File: src/rtl/shift_add_multiplier_32.sv
// Radix-2 shift-add unsigned 32x32->64 multiplier with a start/busy/done handshake.
// One 32-bit tree-carry adder does one partial-product addition per cycle.

module fulladder_with_tree_carry_32 (
    input  logic [31:0] a,
    input  logic [31:0] b,
    input  logic        carry_in,
    output logic [31:0] sum,
    output logic        carry_out
);

    logic [31:0] prop;
    logic [31:0] grp_g;
    logic [31:0] grp_p;
    logic [31:0] nxt_g;
    logic [31:0] nxt_p;

    // Kogge-Stone prefix tree; carry_in is folded into bit 0's generate.
    always_comb begin
        prop     = a ^ b;
        grp_g    = a & b;
        grp_p    = prop;
        grp_g[0] = grp_g[0] | (prop[0] & carry_in);
        nxt_g    = grp_g;
        nxt_p    = grp_p;
        for (int d = 1; d < 32; d = d * 2) begin
            nxt_g = grp_g;
            nxt_p = grp_p;
            for (int i = d; i < 32; i++) begin
                nxt_g[i] = grp_g[i] | (grp_p[i] & grp_g[i-d]);
                nxt_p[i] = grp_p[i] & grp_p[i-d];
            end
            grp_g = nxt_g;
            grp_p = nxt_p;
        end
        sum       = prop ^ {grp_g[30:0], carry_in};
        carry_out = grp_g[31];
    end

endmodule

module shift_add_multiplier_32 #(
    parameter int unsigned WIDTH = 32,
    parameter int unsigned CNT_W = 6
) (
    input  logic                 clk,
    input  logic                 reset,
    input  logic                 start,
    input  logic [WIDTH-1:0]     multiplicand,
    input  logic [WIDTH-1:0]     multiplier,
    output logic [2*WIDTH-1:0]   product,
    output logic                 busy,
    output logic                 done
);

    typedef enum logic [1:0] {StIdle, StRun, StDone} state_e;

    state_e           state;
    logic [WIDTH-1:0] acc_hi;
    logic [WIDTH-1:0] acc_lo;
    logic [WIDTH-1:0] mcand;
    logic [CNT_W-1:0] count;
    logic [WIDTH-1:0] addend;
    logic [WIDTH-1:0] sum;
    logic             carry_out;

    assign addend  = acc_lo[0] ? mcand : '0;
    assign product = {acc_hi, acc_lo};

    fulladder_with_tree_carry_32 u_adder (
        .a         (acc_hi),
        .b         (addend),
        .carry_in  (1'b0),
        .sum       (sum),
        .carry_out (carry_out)
    );

    always_ff @(posedge clk) begin
        if (reset) begin
            state  <= StIdle;
            acc_hi <= '0;
            acc_lo <= '0;
            mcand  <= '0;
            count  <= '0;
            busy   <= 1'b0;
            done   <= 1'b0;
        end else begin
            unique case (state)
                StIdle: begin
                    if (start) begin
                        mcand  <= multiplicand;
                        acc_lo <= multiplier;
                        acc_hi <= '0;
                        count  <= '0;
                        state  <= StRun;
                        busy   <= 1'b1;
                    end
                end
                StRun: begin
                    // Consumed multiplier bits leave acc_lo as product bits enter from the top.
                    {acc_hi, acc_lo} <= {carry_out, sum, acc_lo[WIDTH-1:1]};
                    count            <= count + CNT_W'(1);
                    if (count == CNT_W'(WIDTH - 1)) begin
                        state <= StDone;
                        busy  <= 1'b0;
                        done  <= 1'b1;
                    end
                end
                StDone: begin
                    state <= StIdle;
                    done  <= 1'b0;
                end
                default: begin
                    state <= StIdle;
                    busy  <= 1'b0;
                    done  <= 1'b0;
                end
            endcase
        end
    end

endmodule
File: config.mk
export PLATFORM = sky130hd
export DESIGN_NAME = shift_add_multiplier_32
export DESIGN_NICKNAME = d
export VERILOG_FILES = /design/src/rtl/shift_add_multiplier_32.sv
export SDC_FILE = /design/constraint.sdc
export NUM_CORES = 1
export LEC_CHECK = 0
export CORE_ASPECT_RATIO = 0.9
export CORE_MARGIN = 4
export CORE_UTILIZATION = 46
export DETAILED_ROUTE_END_ITERATION = 12
export GPL_TIMING_DRIVEN = 0
export HOLD_SLACK_MARGIN = 0.05
export PLACE_DENSITY = 0.82
export SYNTH_ARGS = -nofsm -noshare
export SYNTH_HDL_FRONTEND = slang
export SYNTH_SLANG_ARGS = --single-unit
File: constraint.sdc
create_clock -name clk -period 2.97 [get_ports clk]
set_clock_uncertainty 0.2 [all_clocks]
set_input_delay 0.891 -clock clk [delete_from_list [all_inputs] [get_ports clk]]
set_output_delay 0.891 -clock clk [all_outputs]
set_load 0.005 [all_outputs]
==> impl_metrics.py, run 1 <==
metrics = {
    "floorplanning": {
        "pin_count": 133,
        "coreArea_mm2": 0.01274,
        "die_h_um": 116.3,
        "initial_utilization": 0.4708,
        "row_count": 39,
        "die_x_um": 128.3,
        "die-area_mm2": 0.01493,
    },
    "placement": {
        "port_buffers": 132,
        "dpl.hpwl_um": 12400,
        "gp_congestion": 0.9023,
        "dp_slack_ns": -0.5130,
        "placed_area_mm2": 0.007530,
    },
    "final_layout": {
        "fillers": 1078,
        "final_layout_size_suffix_gt1_frac": 0.1065,
        "fin_nets": 1063,
        "fin_area_mm2": 0.008378,
        "area_growth_pct": 39.73,
        "n_antenna_cell": 0,
    },
    "critical_path": {
        "crit_type": "reg2reg",
        "regToRegStartpoint": "acc_lo[0]",
        "start_kind": "register",
        "endpoint_kind": "register",
        "r2r_end": "acc_hi[26]",
        "crit_path_start": "acc_lo[0]",
        "r2r_slack_ns": -0.08,
        "rr_worst_depth": 12,
        "crit_fanout": 6,
        "worstSetupEndpoint": "acc_hi[26]",
        "arrival_ns": 3.08,
        "critPathRequiredTime_ns": 2.99,
    },
    "synthesis": {
        "synth_seq_area_share": 0.3539,
        "synth_most_common_cell": "nand2_1",
        "synth_commonest_cells": "120 x nand2_1, 114 x nor2_1, 106 x dfxtp_1, 92 x a21oi_1, 45 x clkbuf_1",
        "synthArstFlopShare": 0,
        "ys.flop_type": "dfxtp_1",
        "synthesis.area_mm2": 0.005996,
        "synth_edf_count": 0,
        "synth_seq_cells": 106,
        "yosysTopAreaCell": "dfxtp_1",
        "syn_inst": 804,
        "ys_types": 57,
        "syn_nets": 905,
        "avgSynthCellArea_um2": 7.457,
        "yosysTopAreaCellShare": 0.3539,
        "ys_warn_count": 0,
        "synth_area_leaders": "dfxtp_1 35%, a21oi_1 7.7%, nand2_1 7.5%",
    },
    "route": {
        "route.vias.total": 6149,
        "drt_pass1_iterations": 5,
        "drt-total-wl_um": 17740,
        "via_per_inst": 5.437,
        "drtAntennaViolNets": 0,
        "drc": 0,
        "drt_iter0_drc": 554,
        "wire_per_inst_um": 15.68,
    },
    "global_route": {
        "track_usage": 0.2305,
        "grt_max_degree": 20,
        "grt_pass1_wl_um": 28050,
        "grt_pass1_vias": 5781,
        "antenna_found_initial": 0,
        "overflow": 0,
    },
    "sta": {
        "layout_min_cycle_time_ns": 3.054,
        "hold_viol_final": 0,
        "worstMarginPinSlew_ns": 0.6224,
        "relSlewSlack": 0.5851,
        "fin_ws_ns": -0.08388,
        "setup_violations": 8,
        "finalCritPeriodShare": 1.028,
        "final_max_slew_viol_count": 0,
        "fmax_mhz": 327.5,
        "grt_setup_unrepaired": "true",
        "fin_setup_tns_ns": -0.4369,
    },
    "clock_tree": {
        "cts-root-buf": "clkbuf_16",
        "numCtsBuffers": 9,
        "htreeDepth": 3,
        "cts_buffer_depth": 2,
        "cts_tree": "done",
        "clk_latency_ns": 0.36,
        "clock_sinks": 106,
        "clk_pin_slew_ns": 0.07,
    },
    "run_status": {
        "violations": "negative setup slack",
        "status": "finished with violations",
    },
    "worst_hold_path": {
        "worstHoldPathType": "reg2reg",
    },
    "run": {
        "max_cap_viol_count": 0,
    },
    "power": {
        "p_leak_nw": 3.305,
        "irDropWorstVdd_mv": 0.3535,
        "power_density_mw_per_mm2": 395.3,
    },
}
[metrics by stage]
step	power [mW]	std cells	hold WS [ns]	utilization
detailed placement	2.127	1100	0.2435	0.5912
CTS	3.312	1126	0.2537	0.6442
global route	3.459	1131	0.2730	0.6578
finish	3.312	1131	0.2495	0.6578
floorplan	1.848	804	0.2317	-
global placement	2.116	1100	0.2382	0.5912
[cell families after synthesis]
logic type | after synthesis | synth area share
DFF | 106 | 0.3539
muxes | 2 | 0.003339
adders and majority gates | 34 | 0.07220
xor gates and xnor gates | 24 | 0.03506
AOI/OAI and AO/OA | 208 | 0.2158
buffers and inverters | 62 | 0.03881
and+or+nand+nor | 368 | 0.2809
[report_power, final]
part | total, mW | switching (mW) | internal (mW)
sequential | 1.56 | 0.0585 | 1.50
combinational | 0.581 | 0.285 | 0.296
clock | 1.18 | 0.591 | 0.585
total | 3.31 | 0.934 | 2.38
[sequential cells by signal, summed over array words and instances (netlist names)]
name	flops
count	6
state	2
mcand	32
acc_lo	32
done	1
busy	1
acc_hi	32
[placed cells by master, fill, tap and decap left out, drive strengths merged, types with 2 or more instances in the layout]
master / instances
a211o: 2
a211oi: 4
a21o: 15
a21oi: 92
a221oi: 2
a22o: 6
a22oi: 9
a311oi: 3
a31oi: 4
and2: 33
and3: 6
buf: 23
clkbuf: 49
clkdlybuf4s50: 132
clkinv: 2
dfxtp: 106
ha: 33
inv: 18
mux2i: 2
nand2: 120
nand2b: 8
nand3: 10
nand4: 3
nor2: 114
nor2b: 29
nor3: 31
nor3b: 4
o2111ai: 2
o211ai: 3
o21a: 5
o21ai: 44
o21bai: 5
o31ai: 3
or3: 3
or3b: 2
xnor2: 11
xor2: 13
[timing repair]
item / CTS / global route
gates resized for setup: 52 / 37
cloned: 1 / 0
pin swaps: 22 / 18
setup endpoints to repair: 19 / 25
endpoints found under the hold margin: 0 / 0
setup buffers: 11 / 6
hold buffers: 0 / 0
[how the worst min path moves through the flow]
| stage | startpoint | to | slack (ns) | depth (start not counted) |
|---|---|---|---|---|
| 2_1_floorplan | mcand[0] | mcand[0] | 0.23 | 2 |
| 3_5_place_dp | mcand[24] | mcand[24] | 0.24 | 2 |
| 6_report | mcand[26] | mcand[26] | 0.25 | 2 |
| 3_3_place_gp | mcand[25] | mcand[25] | 0.24 | 2 |
| 5_1_grt | mcand[3] | mcand[3] | 0.27 | 2 |
| 4_1_cts | mcand[24] | mcand[24] | 0.25 | 2 |
[critical path: stages (launching register included)]
cell       delay (ns)
dfxtp_4          0.42
clkbuf_16        0.16
nand2_8          0.05
inv_4            0.06
ha_4             0.19
a211o_1          0.30
a211oi_4         0.28
o211ai_2         0.14
a221o_2          0.42
a221oi_4         0.31
o21bai_1         0.14
xnor2_1          0.17
o21ai_1          0.08
[cell type report]
| class | instances | area [um2] | area share |
|---|---|---|---|
| multi-input cells | 636 | 4035 | 0.4816 |
| flip-flops and latches | 106 | 2126 | 0.2537 |
| clock buffers | 9 | 225.2 | 0.02688 |
| plain buffers | 45 | 209.0 | 0.02494 |
| clock inverters | 7 | 58.81 | 0.007019 |
| well taps | 164 | 205.2 | 0.02449 |
| repair buffers | 150 | 1464 | 0.1747 |
| inverters | 14 | 55.05 | 0.006571 |
[metal layers]
layer  GRT usage  share of wire  vias to the layer above
met5           0              0                        -
met4     0.07496          0.022                        0
met3     0.05167          0.059                       30
met2      0.3679           0.46                      188
met1      0.3110           0.46                     2857
li1            -              -                     3074
(Power assumes the default switching activity.)
==> inputs of run 2 (changes only) <==
--- a/config.mk
+++ b/config.mk
@@ -11,7 +11,8 @@
 export DETAILED_ROUTE_END_ITERATION = 12
 export GPL_TIMING_DRIVEN = 0
 export HOLD_SLACK_MARGIN = 0.05
-export PLACE_DENSITY = 0.82
+export PLACE_DENSITY = 0.77
+export SETUP_SLACK_MARGIN = 0.02
 export SYNTH_ARGS = -nofsm -noshare
 export SYNTH_HDL_FRONTEND = slang
 export SYNTH_SLANG_ARGS = --single-unit
==> run 2 against run 1 <==
Against the previous run:
- the run still ends with negative setup slack left
- sequential cell count unchanged
- sequential power about the same
- final cell count increased by 0.62%
- first-iteration DRC count increased by 27%
- maximum frequency shrank 2.5%
- clock power barely moved
- hold slack gained 0.0024 ns
- core utilization is 0.71 points higher
- critical path type unchanged
- largest cell class unchanged
==> impl_metrics.py, run 2 (synthesis results as in run 1) <==
metrics = {
    "run_status": {
        "status": "finished with violations",
        "violations": "negative setup slack",
    },
    "clock_tree": {
        "cts_buffer_depth": 2,
        "hold_buffers": 0,
        "clock_sinks": 106,
        "numCtsBuffers": 9,
        "cts-root-buf": "clkbuf_16",
        "htreeDepth": 3,
        "clk_pin_slew_ns": 0.07,
        "cts_tree": "done",
        "clk_latency_ns": 0.37,
    },
    "critical_path": {
        "crit_chain": "buf_8, buf_4, and2_4, ha_4, a21o_1, a221oi_2, o21ai_2, a21bo_2, o41a_1, a31oi_2, xor2_1, o21ai_1",
        "cp_top_family": "compound AO/OA/AOI/OAI gates",
        "crit_fanout": 6,
        "rr_worst_depth": 12,
        "cp_num_buf_inv": 2,
        "slowest_delay_ns": 0.40,
        "critPathRequiredTime_ns": 3.01,
        "endpoint_kind": "register",
        "arrival_ns": 3.17,
        "worst_path_max_delay_cell": "o41a_1",
        "r2r_end": "acc_hi[24]",
        "crit_type": "reg2reg",
        "start_kind": "register",
        "r2r_slack_ns": -0.16,
        "regToRegStartpoint": "acc_lo[0]",
    },
    "floorplanning": {
        "pin_count": 133,
        "die_h_um": 116.3,
        "initial_utilization": 0.4708,
        "die-area_mm2": 0.01493,
        "coreArea_mm2": 0.01274,
        "row_count": 39,
        "die_x_um": 128.3,
    },
    "power": {
        "total_power_mw": 3.318,
        "comb_power_share": 0.180,
        "p_int_mw": 2.383,
        "p_sw_frac": 0.2816,
        "p_leak_nw": 3.336,
        "p_sw_uw": 934.4,
        "irDropWorstVdd_mv": 0.2895,
        "p_clk_frac": 0.352,
        "power_density_mw_per_mm2": 391.8,
        "power_frac_seq": 0.469,
    },
    "sta": {
        "setup_violations": 9,
        "relSlewSlack": 0.5646,
        "grt_setup_unrepaired": "true",
        "fin_setup_tns_ns": -0.6853,
        "fmax_mhz": 319.3,
        "layout_min_cycle_time_ns": 3.132,
        "worstMarginPinSlew_ns": 0.6531,
        "fin_ws_ns": -0.1622,
        "final_max_slew_viol_count": 0,
        "hold_viol_final": 0,
        "hold_ws_ns": 0.2519,
        "finalCritPeriodShare": 1.055,
    },
    "global_route": {
        "overflow": 0,
        "grt_pass1_vias": 5933,
        "grt_pass1_wl_um": 29070,
        "grt_max_degree": 19,
        "antenna_found_initial": 0,
        "track_usage": 0.2395,
    },
    "route": {
        "wire_per_inst_um": 16.26,
        "drt-total-wl_um": 18510,
        "drt_pass1_iterations": 5,
        "drtAntennaViolNets": 0,
        "route.vias.total": 6285,
        "drt_iter0_drc": 701,
        "via_per_inst": 5.523,
        "drc": 0,
    },
    "placement": {
        "gp_congestion": 0.9163,
        "dpl.hpwl_um": 12450,
        "port_buffers": 132,
        "dp_slack_ns": -0.4954,
        "placed_area_mm2": 0.007546,
    },
    "run": {
        "max_cap_viol_count": 0,
    },
    "final_layout": {
        "fin_area_mm2": 0.008468,
        "fin_nets": 1070,
        "n_antenna_cell": 0,
        "fillers": 1064,
        "layout_commonest_cell": "clkdlybuf4s50_1",
        "final_layout_size_suffix_gt1_frac": 0.1201,
        "mostFrequentLayoutCells": "132 x clkdlybuf4s50_1, 116 x nand2_1, 112 x nor2_1",
        "top_regs": "acc_hi: 32 flops, acc_lo: 32 flops, mcand: 32 flops",
        "area_growth_pct": 41.24,
    },
    "worst_hold_path": {
        "min_to": "mcand[27]",
        "worstHoldPathType": "reg2reg",
        "worstHoldStart": "mcand[27]",
        "hold_depth": 2,
    },
}
## run 2: cell types whose count changed in the layout (fill, tap and decap cells not counted), moves of 2 or more
cell	before	now
inv_6	3	1
nor3_2	0	2
ha_2	2	4
ha_1	17	15
o21ai_0	33	31
buf_4	17	23
clkinv_4	1	3
## run 2: layout make-up
class | count | area [um2] | share of cell area
Clock inverter | 6 | 51.30 | 0.006058
Inverter | 14 | 55.05 | 0.006501
Buffer | 44 | 207.7 | 0.02453
Multi-Input combinational cell | 636 | 4061 | 0.4796
Sequential cell | 106 | 2126 | 0.2510
Tap cell | 164 | 205.2 | 0.02423
Clock buffer | 10 | 229.0 | 0.02704
Timing Repair Buffer | 158 | 1533 | 0.1810
## run 2: tightest hold or removal path: stages, from the launching register on
cell	delay [ns]
dfxtp_1	0.31
nand2_1	0.05
a21oi_1	0.05
## run 2: how the worst max path moves through the flow
stage	start	endpoint	slack, ns	cells after the start
2_1_floorplan	acc_lo[0]	acc_hi[26]	0.03	12
3_3_place_gp	start	mcand[28]	-0.45	7
5_1_grt	acc_lo[0]	acc_hi[22]	-0.22	12
4_1_cts	acc_lo[0]	acc_hi[27]	-0.11	13
6_report	acc_lo[0]	acc_hi[24]	-0.16	12
3_5_place_dp	start	mcand[28]	-0.50	7
## run 2: through the flow
| stage | instances | utilization |
|---|---|---|
| 2_1_floorplan | 804 | - |
| 3_3_place_gp | 1100 | 0.5925 |
| 3_5_place_dp | 1100 | 0.5925 |
| 4_1_cts | 1132 | 0.6441 |
| 5_1_grt | 1138 | 0.6649 |
| 6_report | 1138 | 0.6649 |
## run 2: what timing repair did
action / in CTS / in global routing
gates cloned: 1 / 0
gates resized for setup: 49 / 42
buffers inserted: 16 / 9
endpoints found under the hold margin: 0 / 0
endpoints found under the setup margin: 39 / 29
pin swaps: 25 / 12
## run 2: power by group through the flow
stage | sequential, mW | clock, mW | combinational, mW
after global placement | 1.58 | 0 | 0.538
after CTS | 1.55 | 1.18 | 0.576
after detailed placement | 1.58 | 0 | 0.546
after global routing | 1.57 | 1.25 | 0.658
after floorplan | 1.58 | 0 | 0.275
final | 1.56 | 1.17 | 0.596
## run 2: layer usage
layer / part of all wire / up-vias / global-route usage / routed length [um]
li1: - / 3075 / - / -
met1: 0.44 / 2937 / 0.3186 / 8188
met2: 0.46 / 244 / 0.3770 / 8540
met3: 0.077 / 29 / 0.06813 / 1425
met4: 0.019 / 0 / 0.07850 / 353
met5: 0 / - / 0 / 0
